--- config.mk ---
export PLATFORM = sky130hd
export DESIGN_NAME = emu_time_manager
export DESIGN_NICKNAME = d
export VERILOG_FILES = /design/src/rtl/emu_time_manager.sv
export SDC_FILE = /design/constraint.sdc
export NUM_CORES = 1
export LEC_CHECK = 0
export CAP_MARGIN = 10
export CORE_UTILIZATION = 50
export CTS_CLUSTER_DIAMETER = 120
export DETAILED_ROUTE_END_ITERATION = 8
export GPL_TIMING_DRIVEN = 0
export PLACE_DENSITY = 0.77
export SLEW_MARGIN = 10
export SYNTH_ARGS = -nofsm -noshare
export SYNTH_HDL_FRONTEND = slang
export SYNTH_SLANG_ARGS = --single-unit
--- constraint.sdc ---
create_clock -name clk -period 41.6 [get_ports clk]
set_input_delay 10.4 -clock clk [delete_from_list [all_inputs] [get_ports clk]]
set_output_delay 10.4 -clock clk [all_outputs]
set_load 0.02 [all_outputs]
--- src/rtl/emu_time_manager.sv ---
// Emulator time manager: grants the smallest requested timestep each cycle,
// accumulates emulated time and cycle counts, and sequences IDLE/RUN/STEP/HALT
// with an optional absolute stop time.

// Clamps one signed timestep request to zero when negative.
module emu_dt_clamp #(
    parameter int DT_WIDTH = 27
) (
    input  logic [DT_WIDTH-1:0] req,
    output logic [DT_WIDTH-1:0] clamped
);
    assign clamped = req[DT_WIDTH-1] ? '0 : req;
endmodule

module emu_time_manager #(
    parameter int                  N_REQ      = 4,
    parameter int                  DT_WIDTH   = 27,
    parameter int                  TIME_WIDTH = 64,
    parameter logic [DT_WIDTH-1:0] DT_MAX     = {1'b0, {(DT_WIDTH-1){1'b1}}}
) (
    input  logic                      clk,
    input  logic                      rst,
    input  logic [N_REQ*DT_WIDTH-1:0] dt_req,
    input  logic                      run_en,
    input  logic                      step_req,
    input  logic                      stop_en,
    input  logic [TIME_WIDTH-1:0]     stop_time,
    input  logic                      halt_clr,
    output logic [DT_WIDTH-1:0]       dt,
    output logic [TIME_WIDTH-1:0]     emu_time,
    output logic [31:0]               emu_cycles,
    output logic                      halted,
    output logic                      running
);
    // Wide enough to compare the remaining time against DT_MAX without loss.
    localparam int CW = ((TIME_WIDTH > DT_WIDTH) ? TIME_WIDTH : DT_WIDTH) + 1;
    localparam int SW = TIME_WIDTH + 1;

    typedef enum logic [1:0] {IDLE, RUN, STEP, HALT} state_t;
    state_t state;

    logic [N_REQ-1:0][DT_WIDTH-1:0] req_clamped;
    logic [DT_WIDTH-1:0]            dt_min;
    logic [DT_WIDTH-1:0]            rem;
    logic [TIME_WIDTH-1:0]          diff;
    logic [SW-1:0]                  sum_ext;
    logic                           active;
    logic                           stop_hit;

    for (genvar i = 0; i < N_REQ; i++) begin : g_req
        emu_dt_clamp #(.DT_WIDTH(DT_WIDTH)) u_clamp (
            .req    (dt_req[i*DT_WIDTH +: DT_WIDTH]),
            .clamped(req_clamped[i])
        );
    end

    // Smallest non-negative request, bounded above by DT_MAX.
    always_comb begin
        dt_min = DT_MAX;
        for (int i = 0; i < N_REQ; i++)
            if (req_clamped[i] < dt_min) dt_min = req_clamped[i];
    end

    assign diff = stop_time - emu_time;

    // Time left before the stop point, saturated into the dt range.
    always_comb begin
        rem = DT_MAX;
        if (stop_time <= emu_time)
            rem = '0;
        else if (CW'(diff) <= CW'(DT_MAX))
            rem = DT_WIDTH'(diff);
    end

    assign active = (state == RUN) || (state == STEP);

    // Zero-latency grant so requesters can consume dt in the same cycle.
    always_comb begin
        dt = '0;
        if (active)
            dt = (stop_en && (rem < dt_min)) ? rem : dt_min;
    end

    // One extra bit keeps the stop comparison correct across the wrap point.
    assign sum_ext  = {1'b0, emu_time} + SW'(dt);
    assign stop_hit = stop_en && (sum_ext >= {1'b0, stop_time});

    assign halted  = (state == HALT);
    assign running = active;

    // Time/cycle accumulation and the run-control state machine.
    always_ff @(posedge clk or posedge rst) begin
        if (rst) begin
            state      <= IDLE;
            emu_time   <= '0;
            emu_cycles <= '0;
        end else begin
            emu_time <= sum_ext[TIME_WIDTH-1:0];
            if (dt != '0) emu_cycles <= emu_cycles + 32'd1;
            case (state)
                IDLE: begin
                    if (run_en)        state <= RUN;
                    else if (step_req) state <= STEP;
                end
                RUN: begin
                    if (stop_hit)     state <= HALT;
                    else if (!run_en) state <= IDLE;
                end
                STEP:    state <= stop_hit ? HALT : IDLE;
                HALT:    if (halt_clr) state <= IDLE;
                default: state <= IDLE;
            endcase
        end
    end
endmodule

==> impl_metrics.json <==
{
  "status": "finished, final reports clean",
  "drive_gt1_share_pct": 5.03,
  "setup_viol": 0,
  "vias_per_cell": 5.99,
  "p_per_area_nw_per_um2": 52.0,
  "synth_edf_count": 0,
  "cts.htree.levels": 3,
  "grt_pass1_vias": 16700,
  "hold_path.class": "reg -> reg",
  "crit_type": "in -> out",
  "area_delta_synth_final_pct": 23.7,
  "crit_required_ns": 31.20,
  "root_buffer": "clkbuf_16",
  "routedWlPerCell_um": 19.8,
  "max_stage_delay_ns": 0.82,
  "dpl.hpwl_mm": 48.1,
  "maxSlewViolCount": 0,
  "max_freq_mhz": 27.4,
  "yosysTopAreaCell": "ha_1",
  "cts.hold.buffers_added": 0,
  "cp-start-kind": "input port",
  "numCtsBuffers": 9,
  "crit_end": "dt[1]",
  "drt-initial-drc-count": 1236,
  "maxCapViolCount": 0,
  "dieArea_um2": 33200,
  "cp_data_arrival_time_ns": 26.12,
  "grt_pass1_wl_mm": 89.1,
  "synth-async-reset-ratio_pct": 100,
  "fp.dieW_um": 182,
  "initial_core_util_pct": 51.2,
  "p_leak_uw": 0.00928,
  "multi_input_area_um2": 12700,
  "endpoint_kind": "output pin",
  "post-route-period-util_pct": 87.8,
  "maxSlewHeadroom_pct": 31.4,
  "fin_skew_ns": 0.0246,
  "cts_max_path_buffers": 2,
  "io_pins": 303,
  "yosysSeqAreaShare_pct": 15.1,
  "ys_top_cells_by_count": "ha_1 (254), inv_1 (206), a21oi_1 (197), nand2_1 (166), nor2_1 (117)",
  "drc_errors": 0,
  "regArea_um2": 2450,
  "ir_drop_mv": 0.0487,
  "avgSynthCellArea_um2": 7.57,
  "crit_top_cell": "a21o_1",
  "finalSetupTns_ns": 0,
  "power.total_uw": 1040,
  "synth_seq_cells": 98,
  "regToRegStartpoint": "emu_time[1]",
  "cp-startpoint": "dt_req[53]",
  "clock-sinks": 98,
  "synth_top_area_share_pct": 19.6,
  "grt_usage_pct": 33.7,
  "fill_cells": 2886,
  "die_y_um": 182,
  "clock_latency_ns": 0.39,
  "drtAntennaViolNets": 0,
  "synth.distinct_cells": 84,
  "crit_fanout": 10,
  "min_period_ns": 36.52,
  "synth_area_um2": 16200,
  "fp-row-count": 65,
  "slowest_stage": "clkdlybuf4s50_1",
  "cts_tree": "built",
  "cts_resized": 0,
  "grt_overflow": 0,
  "rsz0062_at_grt": "false",
  "syn_inst": 2146,
  "vias": 17182,
  "yosysMostFrequentCell": "ha_1",
  "coreArea_um2": 31700,
  "worst_pin_slew_ns": 1.02,
  "postCtsSetupBuffers": 0,
  "synthFlopType": "dfrtp_1",
  "ys_warn_count": 0,
  "portBuffers": 301,
  "layout.nets": 2894,
  "synth_area_leaders": "ha_1 (20%), dfrtp_1 (15%), a21oi_1 (6.1%)",
  "grt_max_degree": 56,
  "drt_pre_antenna_iters": 5,
  "cts.clk_slew.worst_paths_ns": 0.08,
  "r2r-end": "state[0]",
  "antenna_found_initial": 2,
  "drt_wl_total_mm": 56.8,
  "r2r_cells": 66,
  "final-hold-violation-count": 0,
  "r2r_setup_slack_ns": 24.78,
  "place_congestion": 0.968
}
==> report_power, final <==
group	switching, µW	leakage, µW	internal, µW
Clock	46.2	0.000139	43.6
Sequential	25.1	0.00123	119
Combinational	480	0.00791	331
Total	551	0.00928	493
==> worst min-delay path by stage <==
stage	depth (start not counted)	slack, ns	from	to
2_1_floorplan	2	0.47	state[1]	state[1]
3_3_place_gp	1	0.46	emu_cycles[31]	emu_cycles[31]
3_5_place_dp	1	0.48	emu_cycles[5]	emu_cycles[5]
4_1_cts	1	0.50	emu_cycles[31]	emu_cycles[31]
5_1_grt	1	0.51	emu_cycles[31]	emu_cycles[31]
6_report	1	0.48	emu_cycles[31]	emu_cycles[31]
==> per-layer routing <==
layer / wire [µm] / GRT usage [%] / vias up
met5: 0 / 0 / -
met4: 1840 / 11.8 / 0
met3: 3500 / 3.79 / 109
met2: 26400 / 56.9 / 659
met1: 25100 / 44.4 / 8106
li1: - / - / 8308
==> flip-flops by register name, indices dropped and copies added (netlist names) <==
| register | flops |
|---|---|
| emu_time | 64 |
| emu_cycles | 32 |
| state | 2 |
==> cell usage in the layout (no fill, tap or decap), types with 7 or more instances in the layout <==
master and n:
a21boi_0 15, and4_1 11, xnor2_1 88, xor2_1 52, clkbuf_1 50, a31oi_1 11, o31ai_1 12, and2_1 20
clkbuf_16 9, ha_1 254, clkdlybuf4s50_1 301, nor3_2 11, nor3_1 40, nand4_1 57, mux2_2 31, a21o_1 74
nand3_1 56, o21ai_0 109, nor2b_1 74, a2111oi_0 7, inv_1 205, mux2i_1 14, nand2b_1 74, a21oi_1 197
or2_2 20, and3_1 29, dfrtp_1 98, nor3b_1 8, nor2_1 117, o211ai_1 10, nor4_1 30, nand2_1 166
buf_2 14, o21bai_1 19, a211oi_1 18, o21a_1 24, or3_1 12
==> logic make-up (layout without fill, tap and decap cells) <==
logic type	count (synthesis)	after routing	share of synthesized area (%)
other	1	4	0.0231
multiplexers	49	49	3.34
AND/OR/NAND/NOR	755	755	25.0
XOR/XNOR	140	140	7.55
adder cells (fa/ha/maj)	257	257	19.9
flip-flops	98	98	15.1
AO/OA/AOI/OAI	564	564	22.2
buffers and inverters	282	600	6.93
==> final cells by class <==
cell class,count,area share (%)
Multi-Input combinational cell,1767,63.0
Tap cell,402,2.50
Antenna cell,2,0.0249
Clock inverter,6,0.274
Clock buffer,10,1.19
Timing Repair Buffer,302,15.1
Buffer,76,1.75
Inverter,206,3.87
Sequential cell,98,12.2
==> critical path: cells and delay by family <==
family | cells | cell delay, ns
compound gates | 27 | 7.09
simple gates | 13 | 1.89
fa+ha+maj | 4 | 1.31
buf+inv | 14 | 5.11
mux | 1 | 0.30
==> metrics by stage <==
step / cells / hold WS (ns) / setup slack [ns] / instance area (µm²) / utilization [%]
floorplan: 2147 / 0.472 / 9.72 / 16200 / -
global placement: 2850 / 0.457 / 5.61 / 19800 / 62.3
detailed placement: 2851 / 0.483 / 5.43 / 19800 / 62.4
CTS: 2867 / 0.499 / 5.37 / 20100 / 63.3
global route: 2868 / 0.508 / 4.29 / 20100 / 63.3
finish: 2869 / 0.484 / 5.08 / 20100 / 63.3
No activity file was read; power rests on OpenSTA's default activity.
